`src/rtl/div_share_ctrl.sv`:
```
// div_share_ctrl: shares one external combinational unsigned divider among NUM_REQ requesters.
//
// A round-robin arbiter grants one requester at a time. The granted operands are registered
// onto div_a/div_b and held for DIV_LATENCY cycles (a multicycle path through the divider),
// after which the quotient is captured and returned to the owner over a valid/ready channel.
//
// Optional feature: define DIV_SHARE_ZERO_SAT_EN to short-circuit zero divisors. The accept
// then goes straight to the response with an all-ones quotient and div_by_zero set. Without
// the macro a zero divisor takes the normal path and div_by_zero is tied low.
//
// Ports:
//   clk         in   clock, rising edge
//   rst_n       in   asynchronous active-low reset
//   req_valid   in   [NUM_REQ]           per-requester request valid
//   req_ready   out  [NUM_REQ]           per-requester accept, at most one bit high
//   req_a       in   [NUM_REQ*BITWIDTH]  packed dividends, slice i at [i*BITWIDTH +: BITWIDTH]
//   req_b       in   [NUM_REQ*BITWIDTH]  packed divisors, same packing
//   rsp_valid   out  [NUM_REQ]           one-hot response valid to the owner
//   rsp_ready   in   [NUM_REQ]           per-requester response accept
//   rsp_result  out  [BITWIDTH]          quotient, qualified by rsp_valid
//   div_a       out  [BITWIDTH]          registered dividend to the divider
//   div_b       out  [BITWIDTH]          registered divisor to the divider
//   div_result  in   [BITWIDTH]          combinational quotient from the divider
//   busy        out                      high whenever not idle
//   div_by_zero out                      zero-divisor flag, valid with rsp_valid
module div_share_ctrl #(
    parameter int unsigned BITWIDTH    = 16,
    parameter int unsigned NUM_REQ     = 4,
    parameter int unsigned DIV_LATENCY = 4
) (
    input  logic                         clk,
    input  logic                         rst_n,
    input  logic [NUM_REQ-1:0]           req_valid,
    output logic [NUM_REQ-1:0]           req_ready,
    input  logic [NUM_REQ*BITWIDTH-1:0]  req_a,
    input  logic [NUM_REQ*BITWIDTH-1:0]  req_b,
    output logic [NUM_REQ-1:0]           rsp_valid,
    input  logic [NUM_REQ-1:0]           rsp_ready,
    output logic [BITWIDTH-1:0]          rsp_result,
    output logic [BITWIDTH-1:0]          div_a,
    output logic [BITWIDTH-1:0]          div_b,
    input  logic [BITWIDTH-1:0]          div_result,
    output logic                         busy,
    output logic                         div_by_zero
);

    localparam int unsigned IdxW = (NUM_REQ > 1) ? $clog2(NUM_REQ) : 1;
    localparam int unsigned CntW = (DIV_LATENCY > 1) ? $clog2(DIV_LATENCY) : 1;

    if (NUM_REQ < 2) begin : gen_num_req_check
        $error("div_share_ctrl: NUM_REQ must be at least 2");
    end
    if (DIV_LATENCY < 1) begin : gen_latency_check
        $error("div_share_ctrl: DIV_LATENCY must be at least 1");
    end

    typedef enum logic [1:0] {StIdle, StWait, StResp} state_e;

    state_e              state_q, state_d;
    logic [IdxW-1:0]     rr_q, rr_d;
    logic [IdxW-1:0]     owner_q, owner_d;
    logic [CntW-1:0]     cnt_q, cnt_d;
    logic [BITWIDTH-1:0] div_a_q, div_a_d;
    logic [BITWIDTH-1:0] div_b_q, div_b_d;
    logic [BITWIDTH-1:0] result_q, result_d;
    logic [NUM_REQ-1:0]  rsp_valid_q, rsp_valid_d;
`ifdef DIV_SHARE_ZERO_SAT_EN
    logic                dbz_q, dbz_d;
`endif

    // Round-robin search: first valid requester at or after the pointer.
    logic                grant_found;
    logic [IdxW-1:0]     grant_idx;
    int unsigned         cand;

    always_comb begin
        grant_found = 1'b0;
        grant_idx   = '0;
        cand        = 0;
        for (int unsigned off = 0; off < NUM_REQ; off++) begin
            cand = (32'(rr_q) + off) % NUM_REQ;
            if (!grant_found && req_valid[cand]) begin
                grant_found = 1'b1;
                grant_idx   = IdxW'(cand);
            end
        end
    end

    logic [BITWIDTH-1:0] sel_a, sel_b;
    assign sel_a = req_a[grant_idx*BITWIDTH +: BITWIDTH];
    assign sel_b = req_b[grant_idx*BITWIDTH +: BITWIDTH];

    logic accept;
    assign accept = (state_q == StIdle) && grant_found;

    // Gated by rst_n so no accept is advertised while reset is asserted.
    always_comb begin
        req_ready = '0;
        if (accept && rst_n) begin
            req_ready[grant_idx] = 1'b1;
        end
    end

    always_comb begin
        state_d     = state_q;
        rr_d        = rr_q;
        owner_d     = owner_q;
        cnt_d       = cnt_q;
        div_a_d     = div_a_q;
        div_b_d     = div_b_q;
        result_d    = result_q;
        rsp_valid_d = rsp_valid_q;
`ifdef DIV_SHARE_ZERO_SAT_EN
        dbz_d       = dbz_q;
`endif
        unique case (state_q)
            StIdle: begin
                if (accept) begin
                    div_a_d = sel_a;
                    div_b_d = sel_b;
                    owner_d = grant_idx;
                    rr_d    = (grant_idx == IdxW'(NUM_REQ - 1)) ? '0 : grant_idx + 1'b1;
                    cnt_d   = CntW'(DIV_LATENCY - 1);
                    state_d = StWait;
`ifdef DIV_SHARE_ZERO_SAT_EN
                    if (sel_b == '0) begin
                        result_d               = '1;
                        dbz_d                  = 1'b1;
                        rsp_valid_d            = '0;
                        rsp_valid_d[grant_idx] = 1'b1;
                        state_d                = StResp;
                    end
`endif
                end
            end
            StWait: begin
                if (cnt_q != '0) begin
                    cnt_d = cnt_q - 1'b1;
                end else begin
                    result_d             = div_result;
                    rsp_valid_d          = '0;
                    rsp_valid_d[owner_q] = 1'b1;
                    state_d              = StResp;
                end
            end
            StResp: begin
                if (rsp_ready[owner_q]) begin
                    rsp_valid_d = '0;
`ifdef DIV_SHARE_ZERO_SAT_EN
                    dbz_d       = 1'b0;
`endif
                    state_d     = StIdle;
                end
            end
            default: state_d = StIdle;
        endcase
    end

    always_ff @(posedge clk or negedge rst_n) begin
        if (!rst_n) begin
            state_q     <= StIdle;
            rr_q        <= '0;
            owner_q     <= '0;
            cnt_q       <= '0;
            div_a_q     <= '0;
            div_b_q     <= '0;
            result_q    <= '0;
            rsp_valid_q <= '0;
        end else begin
            state_q     <= state_d;
            rr_q        <= rr_d;
            owner_q     <= owner_d;
            cnt_q       <= cnt_d;
            div_a_q     <= div_a_d;
            div_b_q     <= div_b_d;
            result_q    <= result_d;
            rsp_valid_q <= rsp_valid_d;
        end
    end

`ifdef DIV_SHARE_ZERO_SAT_EN
    always_ff @(posedge clk or negedge rst_n) begin
        if (!rst_n) begin
            dbz_q <= 1'b0;
        end else begin
            dbz_q <= dbz_d;
        end
    end
    assign div_by_zero = dbz_q;
`else
    assign div_by_zero = 1'b0;
`endif

    assign rsp_valid  = rsp_valid_q;
    assign rsp_result = result_q;
    assign div_a      = div_a_q;
    assign div_b      = div_b_q;
    assign busy       = (state_q != StIdle);

endmodule

```
`config.mk`:
```
export PLATFORM = sky130hd
export DESIGN_NAME = div_share_ctrl
export DESIGN_NICKNAME = d
export VERILOG_FILES = /design/src/rtl/div_share_ctrl.sv
export SDC_FILE = /design/constraint.sdc
export NUM_CORES = 1
export LEC_CHECK = 0
export ABC_CLOCK_PERIOD_IN_PS = 2750
export BUFFER_PORTS_ARGS = -buffer_cell sky130_fd_sc_hd__buf_2
export CAP_MARGIN = 20
export CORE_UTILIZATION = 25
export CTS_CLUSTER_SIZE = 30
export DETAILED_ROUTE_END_ITERATION = 7
export PLACE_DENSITY_LB_ADDON = 0.1
export SKIP_CTS_REPAIR_TIMING = 1
export SYNTH_ARGS = -nofsm -noshare
export SYNTH_HDL_FRONTEND = slang
export SYNTH_SLANG_ARGS = --single-unit
export TNS_END_PERCENT = 10
```
`constraint.sdc`:
```
create_clock -name clk -period 2.75 [get_ports clk]
set_clock_uncertainty 0.2 [all_clocks]
set_input_delay 0.55 -clock clk [delete_from_list [all_inputs] [get_ports clk]]
set_output_delay 0.55 -clock clk [all_outputs]
set_load 0.03 [all_outputs]
```
==> flow_summary.toml, run 1 <==
[run_status]
status = "finished, final reports clean"

[setup_path]
ff2ff_setup_slack_ps = 430
cp_slowest_cell = "dfrtp_1"
crit_fanout = 8
reg2reg_depth = 6
cp_slowest_stage_delay_ps = 510
endpoint = "req_ready[3]"
critPathLaunch = "rr_q[0]"
worst_setup_path_start_kind = "flip-flop"
crit_chain = "or2b_1 > o2bb2ai_1 > o22a_1 > ha_1 > and3_1 > buf_2"
critPathTopFamily = "flip-flops"
rr_startpoint = "rr_q[1]"
crit_arrival_ps = 1880
crit_type = "reg -> out"
reg2reg_to = "div_b[4]"
endpoint_kind = "output pin"
path_depth = 6
required_ps = 2000
worst-path-buf-inv = 1

[placement]
io_buffers = 210
place_congestion = 0.7651
dp_hpwl_um = 8127
placed_area_um2 = 4439
dp_cells = 702

[layout]
fin_cells = 718
layout_commonest_cell = "buf_2"
antenna_cells = 0
stdcell_area_um2 = 4702
drive_gt1_share_pct = 44.87
area_growth_pct = 44.93
final_cell_mix = "buf_2 (210), nand2_1 (65), dfrtp_1 (59), nor2_1 (38)"
fin_nets = 698

[hold_path]
hold_path_class = "in -> reg"
hold_path.startpoint = "div_result[5]"

[floorplan]
start_util_pct = 25.71
die_w_um = 115.9
pin_count = 212
die_area_um2 = 13440
dieHeight_um = 115.9
num_rows = 41
fp.coreArea_um2 = 12620

[drt]
vias = 3310
viasPerCell = 4.610
drcViolationCount = 0
first_pass_iters = 4
wire_per_inst_um = 14.73
drt_iter0_drc = 145
drt-total-wl_um = 10570
drt.antenna.violating_nets = 0

[power]
p_sw_share_pct = 45.89
combPwrFrac_pct = 54.0
p_leak_nw = 2.417
p_seq_share_pct = 28.7
clockPowerShare_pct = 17.2
post-layout-total-power_mw = 5.559
irDropWorstVdd_mv = 0.3283
p_sw_mw = 2.551
power_density_nw_per_um2 = 1182
internal_power_mw = 3.008

[sta]
worst_pin_slew_ps = 687.0
fmax_mhz = 380.2
rsz0062_at_grt = "no"
min_period_ps = 2630
hold_viol = 0
slew_headroom_pct = 54.20
fin_tns_setup_ps = 0
maxSlewViolCount = 0
setup_viol = 0
period_share_pct = 95.65

[synth]
yosysSeqAreaShare_pct = 46.28
synthArstFlopShare_pct = 100.0
synth.distinct_cells = 43
yosysWarnings = 0
syn_nets = 491
syn-mean-instance-area_um2 = 9.685
ys_ff_latch = 60
synthCells = 335
syn_area_um2 = 3244
synth_edf_count = 0
synth_ff_type = "dfrtp_1"

[grt]
grt_pass1_wl_um = 16000
grt.total_usage_pct = 15.67
grt_antenna_before_repair = 0
grt_max_degree = 54
grt_pass1_vias = 3094
grt_remaining_overflow = 0

[clock_tree]
clockRootBuffer = "clkbuf_16"
clk_latency_ps = 320
cts_buffer_depth = 2
numCtsBuffers = 9
cts.sinks = 60
cts.clk_slew.worst_paths_ps = 50
cts_tree = "yes"
htree_num_levels = 3

[flow_run]
drv_cap = 0
## flip-flops by register name, summed over array words and instances (netlist names)
name        cells
cnt_q           2
rsp_valid       4
state_q         2
rr_q            2
div_b          16
owner_q         2
rsp_result     16
div_a          16
## synthesized netlist by cell type (all sizes together), types with 2 or more instances
cell / instances / area, um2
nand2: 65 / 244.0
buf: 23 / 176.4
o22a: 2 / 17.52
o22ai: 32 / 212.7
ha: 2 / 25.02
mux2i: 32 / 320.3
and3: 4 / 25.02
o21ai: 6 / 33.78
clkbuf: 5 / 18.77
nor2b: 2 / 12.51
nand2b: 2 / 20.02
dfrtp: 60 / 1501
a221oi: 33 / 295.3
inv: 4 / 15.01
a21oi: 5 / 25.02
nor2: 39 / 146.4
## metrics by stage
stage          utilization [%]  setup slack, ps  hold WS [ps]
2_1_floorplan                -            236.1         54.41
3_3_place_gp             35.18            207.7         248.4
3_5_place_dp             35.18            192.5         250.0
4_1_cts                  37.17            40.30        -95.79
5_1_grt                  37.26            8.353         218.2
6_report                 37.26            119.6         224.8
## area by class of cell
class                           instances  area (um2)
Clock buffer                           12       236.5
Clock inverter                          3       15.01
Fill cell                            1358        7918
Inverter                                4       15.01
Multi-Input combinational cell        243        1559
Sequential cell                        60        1503
Tap cell                              172       215.2
Timing Repair Buffer                  224        1159
## worst min path at each step
stage / cells past startpoint / end
final: 3 / rsp_result[5]
after global routing: 3 / rsp_result[5]
after CTS: 1 / div_b[15]
after detailed placement: 1 / div_a[14]
after global placement: 1 / div_b[15]
after floorplan: 0 / cnt_q[0]
## power groups by stage
stage	Sequential, mW	Combinational (mW)	Clock (mW)
floorplan	2.33	1.45	0
global placement	1.60	3.04	0
detailed placement	1.61	3.05	0
CTS	1.60	3.04	1.00
global route	1.66	3.29	1.05
finish	1.60	3.00	0.957
## routing by layer
layer	vias up	part of all wire, %	wire [um]	global-route usage, %
met4	0	0.40	42	3.590
met5	-	0	0	0
met3	2	8.1	855	4.969
li1	1644	-	-	-
met1	1513	44	4693	20.20
met2	151	47	4983	25.52
## kinds of logic (layout without fill, tap and decap cells)
kind of cell | after synthesis | in the layout | synth area share (%)
compound gates | 87 | 87 | 20.36
fa+ha+maj | 2 | 2 | 0.7712
buf+inv | 32 | 243 | 6.479
mux | 33 | 33 | 10.57
flops | 60 | 60 | 46.28
simple gates | 120 | 120 | 15.43
other cells | 1 | 1 | 0.1156
## worst reg2reg max path, cell delays in order, from the launching register on
cell      delay [ps]
dfrtp_2          450
nand2b_4         170
a21boi_1         160
a221oi_4         250
buf_4            560
mux2i_1          300
o22ai_1          110
No activity file was read; power rests on OpenSTA's default activity.
==> inputs of run 2 (changes only) <==
Settings changed: ABC_CLOCK_PERIOD_IN_PS 2750 to 2640, SETUP_SLACK_MARGIN set to 0.15.
Clock period 2.75 ns to 2.64 ns, I/O delays scaled along.
==> flow_summary.toml, run 2 (synthesized netlist as in run 1, its figures left out) <==
[setup_path]
cp_slowest_cell = "dfrtp_2"
critPathTopFamily = "flip-flops"
worst_setup_path_start_kind = "flip-flop"
endpoint_kind = "output pin"
required_ps = 1910
crit_chain = "buf_4 > nor2b_1 > a221oi_4 > ha_1 > and3_1 > buf_4"
crit_arrival_ps = 1800
cp_common_cell = "buf_4"
crit_fanout = 5
worst-path-buf-inv = 2
crit_type = "reg -> out"
cp_slowest_stage_delay_ps = 440

[floorplan]
num_rows = 41
pin_count = 212
start_util_pct = 25.71
die_w_um = 115.9
die_area_um2 = 13440
fp.coreArea_um2 = 12620
dieHeight_um = 115.9

[layout]
fin_nets = 699
stdcell_area_um2 = 4747
final_cell_mix = "buf_2 (209), nand2_1 (65), dfrtp_1 (58), nor2_1 (37)"
drive_gt1_share_pct = 45.52
antenna_cells = 0
area_growth_pct = 46.32
fin_util_pct = 37.62
layout_commonest_cell = "buf_2"

[clock_tree]
clockRootBuffer = "clkbuf_16"
numCtsBuffers = 9
cts_tree = "yes"
cts.sinks = 60
clk_latency_ps = 320
cts.clk_slew.worst_paths_ps = 50
htree_num_levels = 3
cts_buffer_depth = 2

[drt]
first_pass_iters = 4
drt.antenna.violating_nets = 0
drt_iter0_drc = 104
wl_met2_um = 4998
met1Wirelength_um = 4634
top_layer_used = "met4"
drt-total-wl_um = 10570
drcViolationCount = 0
met3_length_um = 863
wire_per_inst_um = 14.71
viasPerCell = 4.594
vias = 3303

[sta]
rsz0062_at_grt = "yes"
setup_viol = 0
hold_viol = 0
min_period_ps = 2529
worst_pin_slew_ps = 690.4
slew_headroom_pct = 53.98
fin_tns_setup_ps = 0
fmax_mhz = 395.4
period_share_pct = 95.79
maxSlewViolCount = 0

[placement]
placed_area_um2 = 4444
dp_hpwl_um = 8008
io_buffers = 210
place_congestion = 0.7638

[flow_run]
drv_cap = 0

[grt]
grt.total_usage_pct = 15.59
grt_pass1_vias = 3149
grt_remaining_overflow = 0
grt_pass1_wl_um = 15820
grt_max_degree = 54
grt_antenna_before_repair = 0

[power]
p_leak_nw = 2.433
post-layout-total-power_mw = 5.898
irDropWorstVdd_mv = 0.3420
power_density_nw_per_um2 = 1243

[hold_path]
hold_path_class = "in -> reg"

[run_status]
status = "finished, final reports clean"
## run 2: worst register-to-register path, stage by stage, from the launching register on
cell,delay (ps)
dfrtp_2,440
nand2b_4,170
a21boi_1,150
a221oi_4,240
buf_4,550
mux2i_1,310
o22ai_1,100
## run 2: cell type report
cell class              instances  area (um2)
multi-input cells             243        1562
flip-flops and latches         60        1504
well taps                     172       215.2
clock buffers                  13       260.3
repair buffers                225        1181
fillers                      1318        7873
clock inverters                 2       10.01
inverters                       4       15.01
## run 2: through the flow
stage,setup WS [ps],std cells,hold slack (ps)
finish,111.1,719,200.5
global route,38.34,719,195.1
CTS,-42.96,716,-124.4
detailed placement,135.7,701,218.6
global placement,138.9,701,221.4
floorplan,170.1,335,32.41
## run 2: final timing paths
kind / from / to / slack [ps] / cells past startpoint
hold reg to reg: rsp_result[13] / rsp_result[13] / 270 / 2
setup reg to reg: rr_q[1] / div_b[13] / 360 / 6
min in group asynchronous: rst_n / rsp_valid[1] / 250 / 2
max in group asynchronous: rst_n / div_a[11] / 1380 / 2
setup / recovery: rr_q[0] / req_ready[3] / 110 / 6
hold / removal: div_result[1] / rsp_result[1] / 200 / 3
## run 2: where the power goes
group | total, mW | switching, mW | internal, mW
Clock | 1.07 | 0.391 | 0.678
Sequential | 1.66 | 0.270 | 1.39
Combinational | 3.17 | 2.02 | 1.15
Total | 5.90 | 2.68 | 3.21
## run 2: layer usage
layer  vias to the layer above  GRT usage [%]
met5                         -              0
met4                         0          3.590
met3                         7          5.649
met2                       142          26.27
met1                      1513          18.96
li1                       1641              -
